### src/rtl/dot_product_scheduler_pkg.sv
// Shared types and default timing constants for the dot-product scheduler.
// The engine result is a signed 8.18 fixed-point value.
package dot_product_scheduler_pkg;

  localparam int RESULT_W       = 26;
  localparam int DEF_ROWS       = 28;
  localparam int DEF_ROW_CYCLES = 7;
  localparam int DEF_RESULT_LAT = 284;

  typedef logic signed [RESULT_W-1:0] result_t;

  typedef enum logic [2:0] {
    IDLE,
    ENG_RST,
    RUN,
    CAPTURE,
    DONE
  } state_t;

endpackage

### src/rtl/dot_product_scheduler_argmax_tracker.sv
// Running arg-max over the neuron results of one image; on equal values the
// earlier (lower-index) neuron is kept.
module argmax_tracker
  import dot_product_scheduler_pkg::*;
(
  input  logic       clk,
  input  logic       rst_n,
  input  logic       clear_i,
  input  logic       update_i,
  input  logic       first_i,
  input  logic [3:0] idx_i,
  input  result_t    value_i,
  output logic [3:0] max_idx_o,
  output result_t    max_val_o
);

  logic [3:0] idx_q, idx_d;
  result_t    val_q, val_d;
  logic       take;

  always_comb begin
    take  = first_i || (value_i > val_q);
    idx_d = idx_q;
    val_d = val_q;
    if (clear_i) begin
      idx_d = '0;
      val_d = '0;
    end else if (update_i && take) begin
      idx_d = idx_i;
      val_d = value_i;
    end
  end

  always_ff @(posedge clk or negedge rst_n) begin
    if (!rst_n) begin
      idx_q <= '0;
      val_q <= '0;
    end else begin
      idx_q <= idx_d;
      val_q <= val_d;
    end
  end

  assign max_idx_o = idx_q;
  assign max_val_o = val_q;

endmodule

### src/rtl/dot_product_scheduler.sv
// Sequences the dot-product engine through every output neuron of one image,
// captures each result and reports the winning class.
module dot_product_scheduler
  import dot_product_scheduler_pkg::*;
#(
  parameter int NUM_NEURONS = 10,
  parameter int ROWS        = DEF_ROWS,
  parameter int ROW_CYCLES  = DEF_ROW_CYCLES,
  parameter int RESULT_LAT  = DEF_RESULT_LAT
) (
  input  logic       clk,
  input  logic       GlobalReset,
  input  logic       start,
  input  logic       abort,
  input  result_t    eng_value,
  output logic       eng_rst,
  output logic [3:0] neuron_idx,
  output logic [4:0] row_addr,
  output logic       busy,
  output logic       neuron_valid,
  output result_t    neuron_data,
  output logic       done,
  output logic [3:0] class_out,
  output result_t    max_value
);

  localparam int CNT_W = $clog2(RESULT_LAT + 1);
  localparam int SUB_W = $clog2(ROW_CYCLES + 1);

  state_t           state_q, state_d;
  logic [CNT_W-1:0] cnt_q, cnt_d;
  logic [SUB_W-1:0] sub_q, sub_d;
  logic [4:0]       row_q, row_d;
  logic [3:0]       idx_q, idx_d;
  result_t          data_q, data_d;
  logic [3:0]       class_q, class_d;
  result_t          maxv_q, maxv_d;

  logic             trk_clear, trk_update;
  logic [3:0]       trk_idx;
  result_t          trk_val;

  always_comb begin
    state_d    = state_q;
    cnt_d      = cnt_q;
    sub_d      = sub_q;
    row_d      = row_q;
    idx_d      = idx_q;
    data_d     = data_q;
    class_d    = class_q;
    maxv_d     = maxv_q;
    trk_clear  = 1'b0;
    trk_update = 1'b0;

    case (state_q)
      IDLE: begin
        if (start && !abort) begin
          state_d   = ENG_RST;
          idx_d     = '0;
          cnt_d     = '0;
          sub_d     = '0;
          row_d     = '0;
          trk_clear = 1'b1;
        end
      end
      ENG_RST: begin
        state_d = RUN;
        cnt_d   = '0;
        sub_d   = '0;
        row_d   = '0;
      end
      RUN: begin
        cnt_d = cnt_q + 1'b1;
        // Row address advances on sub-counter wrap instead of dividing cnt.
        if (sub_q == SUB_W'(ROW_CYCLES - 1)) begin
          sub_d = '0;
          if (row_q != 5'(ROWS - 1)) row_d = row_q + 5'd1;
        end else begin
          sub_d = sub_q + 1'b1;
        end
        if (cnt_q == CNT_W'(RESULT_LAT - 1)) state_d = CAPTURE;
      end
      CAPTURE: begin
        data_d     = eng_value;
        trk_update = 1'b1;
        if (idx_q == 4'(NUM_NEURONS - 1)) begin
          state_d = DONE;
        end else begin
          state_d = ENG_RST;
          idx_d   = idx_q + 4'd1;
          cnt_d   = '0;
          sub_d   = '0;
          row_d   = '0;
        end
      end
      DONE: begin
        class_d = trk_idx;
        maxv_d  = trk_val;
        state_d = IDLE;
      end
      default: state_d = IDLE;
    endcase

    // Abort discards whatever this cycle would have produced.
    if (abort && (state_q != IDLE)) begin
      state_d    = IDLE;
      cnt_d      = '0;
      sub_d      = '0;
      row_d      = '0;
      idx_d      = idx_q;
      data_d     = data_q;
      class_d    = class_q;
      maxv_d     = maxv_q;
      trk_update = 1'b0;
    end
  end

  always_ff @(posedge clk or negedge GlobalReset) begin
    if (!GlobalReset) begin
      state_q <= IDLE;
      cnt_q   <= '0;
      sub_q   <= '0;
      row_q   <= '0;
      idx_q   <= '0;
      data_q  <= '0;
      class_q <= '0;
      maxv_q  <= '0;
    end else begin
      state_q <= state_d;
      cnt_q   <= cnt_d;
      sub_q   <= sub_d;
      row_q   <= row_d;
      idx_q   <= idx_d;
      data_q  <= data_d;
      class_q <= class_d;
      maxv_q  <= maxv_d;
    end
  end

  argmax_tracker u_tracker (
    .clk       (clk),
    .rst_n     (GlobalReset),
    .clear_i   (trk_clear),
    .update_i  (trk_update),
    .first_i   (idx_q == 4'd0),
    .idx_i     (idx_q),
    .value_i   (eng_value),
    .max_idx_o (trk_idx),
    .max_val_o (trk_val)
  );

  // neuron_data shows the live result while neuron_valid is up, then holds it.
  assign eng_rst      = (state_q == IDLE) || (state_q == ENG_RST);
  assign busy         = (state_q != IDLE);
  assign neuron_valid = (state_q == CAPTURE) && !abort;
  assign done         = (state_q == DONE) && !abort;
  assign neuron_idx   = idx_q;
  assign row_addr     = row_q;
  assign neuron_data  = (state_q == CAPTURE) ? eng_value : data_q;
  assign class_out    = class_q;
  assign max_value    = maxv_q;

endmodule

### config.mk
export PLATFORM = sky130hd
export DESIGN_NAME = dot_product_scheduler
export DESIGN_NICKNAME = d
export VERILOG_FILES = /design/src/rtl/dot_product_scheduler_pkg.sv /design/src/rtl/dot_product_scheduler_argmax_tracker.sv /design/src/rtl/dot_product_scheduler.sv
export SDC_FILE = /design/constraint.sdc
export NUM_CORES = 1
export LEC_CHECK = 0
export ABC_AREA = 1
export BUFFER_PORTS_ARGS = -buffer_cell sky130_fd_sc_hd__clkbuf_2
export CAP_MARGIN = 20
export CORE_MARGIN = 10
export CORE_UTILIZATION = 40
export CTS_CLUSTER_SIZE = 16
export DETAILED_ROUTE_END_ITERATION = 8
export MAX_ROUTING_LAYER = met4
export SYNTH_ARGS = -nofsm -noshare
export SYNTH_HDL_FRONTEND = slang
export SYNTH_SLANG_ARGS = --single-unit
### constraint.sdc
create_clock -name clk -period 2 [get_ports clk]
set_input_delay 0.4 -clock clk [delete_from_list [all_inputs] [get_ports clk]]
set_output_delay 0.4 -clock clk [all_outputs]
set_load 0.02 [all_outputs]
# ---- Word-level counts from Yosys, hierarchy flattened
# Index checks and enable logic that the tools add are counted.
dict set report word_totals {
  latchBits 0
  mem_bits_ro 0
  out_inout_bits 69
  elab_cells 82
  n_memories 0
  ram_bits 0
  reg_bits 110
  input_bits 30
}
dict set report classes {
  n_div 0
  n_eq_ne 15
  muxes 32
  magnitude_cmp 1
  bitwise_logic 1
  mul 0
  n_reduce_logical 19
  add_sub_neg 4
  shift 0
}
# cell n
set ops {}
lappend ops {{two-way mux 26 bit} 3}
lappend ops {{case mux 9 bit (4 select lines)} 1}
lappend ops {{two-way mux 9 bit} 3}
lappend ops {{greater-than comparator 26 bit} 1}
lappend ops {{two-way mux 5 bit} 5}
lappend ops {{two-way mux 3 bit} 8}
lappend ops {{case mux 3 bit (4 select lines)} 2}
lappend ops {{case mux 5 bit (4 select lines)} 1}
lappend ops {{two-way mux 4 bit} 4}
lappend ops {{!= test 3 bit, second input constant} 5}
lappend ops {{adder 9 x 1 -> 9 bit, second input constant} 1}
lappend ops {{equality test 9 bit, second input constant} 1}
lappend ops {{case mux 4 bit (2 select lines)} 1}
lappend ops {{equality test 3 x 2 -> 1 bit, second input constant} 2}
lappend ops {{equality test 3 bit, second input constant} 2}
lappend ops {{adder 5 x 1 -> 5 bit, second input constant} 1}
lappend ops {{logical AND 1 bit} 5}
lappend ops {{!= test 5 bit, second input constant} 1}
lappend ops {{AND reduction 5 bit} 1}
lappend ops {{nonzero test 5 bit} 1}
lappend ops {{adder 4 x 1 -> 4 bit, second input constant} 1}
lappend ops {{equality test 4 bit, second input constant} 1}
lappend ops {{logical NOT 4 bit} 1}
lappend ops {{two-way mux 1 bit} 4}
lappend ops {{12 further kinds} 16}

# ---- Longest topological paths before layout
dict set report depth {
  ltp_word 6
  depth_mapped 17
  ltp_nobuf 16
}

# ---- Modules after synthesis
# Synthesis repeated with hierarchy kept, for this count alone.
dict set report unflattened {
  hier_cells 770
  area_unflattened_um2 6483.7
}
# module cells_per_inst instances seq_area_each_um2 area_per_inst_um2
set modules_own_cells {}
lappend modules_own_cells {dot_product_scheduler 499 1 2001.9 4189.0}
lappend modules_own_cells {argmax_tracker 271 1 750.7 2294.7}

# ---- Least setup slack after synthesis
# OpenSTA, ideal clock, no wires.
dict set report synth_timing {
  path_type {reg2reg}
  startpoint {register idx_q[1] (netlist: neuron_idx[1])}
  endpoint {register row_q[4] (netlist: row_addr[4])}
  path_slack_ns 0.132
  period_less_slack_ns 1.868
  n_path_buf 0
  path_stages_with_launch 13
  t_required_ns 1.876
  t_arrival_ns 1.743
  setup_ns 0.124
  cell_sequence {dfrtp_1 inv_1 ha_1 nand2_1 nor2_1 nand2_2 a21oi_2 nor3_4 nand2_2 inv_1 nand2_1 o21ai_2 a21oi_1}
}
dict set report synth_between {
  elab_chain_cells 3
}
# element line_no
set synth_rtl {}
lappend synth_rtl {{from (decl)} dot_product_scheduler.sv:34} ;# logic [3:0] idx_q, idx_d;
lappend synth_rtl {{from (signal assigned)} dot_product_scheduler.sv:133} ;# idx_q <= idx_d;
lappend synth_rtl {{equality test 4 bit} dot_product_scheduler.sv:86} ;# if (idx_q == 4'(NUM_NEURONS - 1)) begin
lappend synth_rtl {{!= test 3 bit (no source line)} -}
lappend synth_rtl {{AND reduction 5 bit (no source line)} -}
lappend synth_rtl {{to (signal assigned)} dot_product_scheduler.sv:132} ;# row_q <= row_d;
lappend synth_rtl {{to (decl)} dot_product_scheduler.sv:33} ;# logic [4:0] row_q, row_d;
# Every way passes these cells.
# A chain may end at the register's enable or synchronous reset.

# ---- Worst setup path after layout
dict set report layout_timing {
  startpoint {register state_q[0]}
  endpoint {output port neuron_data[21]}
}
dict set report layout_between {
  elab_chain_cells 2
}
# element line_no
set layout_rtl {}
lappend layout_rtl {{from (decl)} dot_product_scheduler.sv:30} ;# state_t state_q, state_d;
lappend layout_rtl {{from (signal assigned)} dot_product_scheduler.sv:129} ;# state_q <= state_d;
lappend layout_rtl {{equality test 3 x 2 -> 1 bit} dot_product_scheduler.sv:159} ;# assign neuron_data = (state_q == CAPTURE) ? eng_value : data_q;
lappend layout_rtl {{two-way mux 26 bit} -}
lappend layout_rtl {{to (decl)} dot_product_scheduler.sv:21} ;# output result_t neuron_data,
# Every way passes these cells.

==> impl_metrics.tcl <==
set metrics [dict create \
    cp_data_required_time_ns 1.60 \
    area_delta_synth_final_pct 39.61 \
    layout.nets 927 \
    htreeDepth 3 \
    port_buffers 98 \
    fin_crit_ns 2.022 \
    power.density_nw_per_um2 1256 \
    dpl.hpwl_um 11020 \
    regToRegSetupSlack_ns -0.02 \
    power.leakage_nw 3.940 \
    critPathArrivalTime_ns 1.62 \
    cts_made_buffers 9 \
    syn_inst 705 \
    finalSetupViolCount 16 \
    core.rowCount 43 \
    synth_seq_cells 110 \
    total_power_mw 9.850 \
    post_drt_via_cell_ratio 4.901 \
    r2r-end "u_tracker.max_idx_o[1]" \
    rsz0062_at_grt "true" \
    crit_chain "nand3_4 > inv_8 > buf_12 > buf_16 > o21ai_1 > buf_4" \
    fillers 1281 \
    postRouteAntennaNets 0 \
    vias 5151 \
    critical_path.top_delay_family "buffers and inverters" \
    hold_buffers 0 \
    finalMaxSlewViolations 0 \
    gp_congestion 0.7976 \
    final_core_util 0.5671 \
    first_iter_violations 360 \
    die_width_um 138.5 \
    fin_worst_hold_slack_ns -0.008100 \
    grt_antenna_before_repair 0 \
    synth-edff-count 0 \
    ys_warn_count 0 \
    grt_max_degree 56 \
    register_area_sq_um 2754 \
    diodes 0 \
    cts_tree "done" \
    cpPeakStageDelay_ns 0.43 \
    die_area_sq_um 19180 \
    ys_seq_area_frac 0.4901 \
    clockRootBuffer "clkbuf_16" \
    drt-total-wl_um 15960 \
    cts_sinks 110 \
    outcome "finished, violations left" \
    fp.dieH_um 138.5 \
    cp-end-kind "primary output" \
    hold_violations 9 \
    worstReg2RegStart "u_tracker.max_val_o[25]" \
    syn_area_sq_um 5617 \
    drcViolationCount 0 \
    clk_pin_slew_ns 0.08 \
    synthesis.nets 766 \
    drive_gt1_frac 0.3284 \
    hold_path.class "in -> async" \
    multi_input_area_sq_um 2798 \
    gr-usage-all-layers 0.1669 \
    path_buf_inv 4 \
    ir_drop_mv 0.5649 \
    grt-ovfl-total 0 \
    cts_buffer_depth 2 \
    final_cell_mix "178 x nand2_1, 109 x dfrtp_1, 80 x inv_1, 76 x buf_4, 72 x clkbuf_2" \
    violations "hold timing, setup timing" \
    wire_per_inst_um 15.19 \
    ff2ff_path_depth 14 \
    worst_slack_ns -0.02211 \
    crit_type "reg -> out" \
    syn_avg_cell_area_sq_um 7.967 \
    grt_pass1_wl_um 26030 \
    slowest_stage "dfrtp_2" \
    fin_cells 1051 \
    layout_commonest_cell "nand2_1" \
    ios 99 \
    cp-start-kind "flip-flop" \
    ys.flop_type "dfrtp_1" \
    fp.coreArea_sq_um 13830 \
    relSlewSlack 0.6768 \
    start_util 0.4062 \
    drt_pre_antenna_iters 4 \
    maxCapViolCount 0 \
    clock_skew_ns 0.01015 \
    async_flop_share 1.000 \
    worst_pin_slew_ns 0.4849 \
    max_freq_ghz 0.4945 \
    grt_pass1_vias 5286 \
    place_inst 1005 \
    yosys.cell_types.count 35 \
    critPathMaxFanout 7 \
    insertion_delay_ns 0.36 \
    final.period_utilization 1.011 \
    pre_cts_ws_ns -0.2984 \
]
cell families after synthesis:
logic type | after synthesis | synth area share
buf+inv | 130 | 0.08866
compound gates | 116 | 0.1083
xor+xnor | 1 | 0.001560
fa+ha+maj | 31 | 0.06906
simple gates | 316 | 0.2404
mux | 1 | 0.002005
flops | 110 | 0.4901
final cells by class:
class	count	area share
multi-input cells	465	0.3568
repair buffers	179	0.1768
clock inverters	7	0.008138
flip-flops and latches	110	0.3512
inverters	101	0.04962
clock buffers	9	0.02872
well taps	180	0.02872
flip-flops by register name, indices dropped and copies added, names as in the netlist:
register,count
u_tracker.max_val_o,26
u_tracker.max_idx_o,4
max_value,26
cnt_q,9
data_q,26
sub_q,3
state_q,3
neuron_idx,4
class_out,4
row_addr,5
repair_timing:
item / CTS / global route
setup buffers: 8 / 16
resized for setup: 71 / 116
gates cloned: 3 / 3
pin swaps: 7 / 14
endpoints found under the setup margin: 57 / 63
metrics by stage:
step	area [sq um]	hold WS, ns	setup TNS [ns]
3_5_place_dp	6679	0.3943	-7.925
5_1_grt	7841	0.02788	-4.787
4_1_cts	7259	0.002064	-0.7424
2_1_floorplan	5617	0.1044	0
6_report	7841	-0.008100	-0.1031
3_3_place_gp	6679	0.3895	-4.685
worst max path at each step:
stage,endpoint,depth (start not counted),slack [ns],from
2_1_floorplan,row_addr[4],12,0.13,neuron_idx[1]
3_3_place_gp,u_tracker.max_val_o[3],14,-0.16,eng_value[25]
3_5_place_dp,u_tracker.max_idx_o[1],14,-0.30,eng_value[25]
4_1_cts,neuron_data[21],5,-0.05,state_q[0]
5_1_grt,u_tracker.max_val_o[10],17,-0.13,u_tracker.max_val_o[3]
6_report,neuron_data[21],6,-0.02,state_q[0]
routing by layer:
metal,GRT usage,part of all wire,vias to the layer above
li1,-,-,2591
met5,-,0,-
met4,0.06326,0.016,0
met1,0.2077,0.46,2425
met3,0.03288,0.044,22
met2,0.2631,0.48,113
power by group:
| group | switching (mW) | internal (mW) | total [mW] |
|---|---|---|---|
| clock network | 0.902 | 0.875 | 1.78 |
| logic | 2.89 | 2.12 | 5.00 |
| registers | 0.287 | 2.78 | 3.07 |
Yosys cell counts, types with 2 or more instances:
| master | n | area (sq um) |
|---|---|---|
| ha_1 | 31 | 387.9 |
| nand4_1 | 3 | 18.77 |
| inv_2 | 5 | 18.77 |
| o21ai_0 | 84 | 420.4 |
| nand3_1 | 74 | 370.4 |
| nand2_1 | 191 | 716.9 |
| nor3_1 | 6 | 30.03 |
| o21ai_1 | 2 | 10.01 |
| dfrtp_1 | 110 | 2753 |
| inv_1 | 94 | 352.8 |
| a2bb2oi_1 | 2 | 17.52 |
| nor2_1 | 30 | 112.6 |
| clkbuf_1 | 23 | 86.33 |
| a21oi_1 | 20 | 100.1 |
| buf_2 | 6 | 30.03 |
| nor2_2 | 3 | 18.77 |
| a31oi_1 | 2 | 12.51 |
| nand2_2 | 2 | 12.51 |
(Power assumes the default switching activity.)
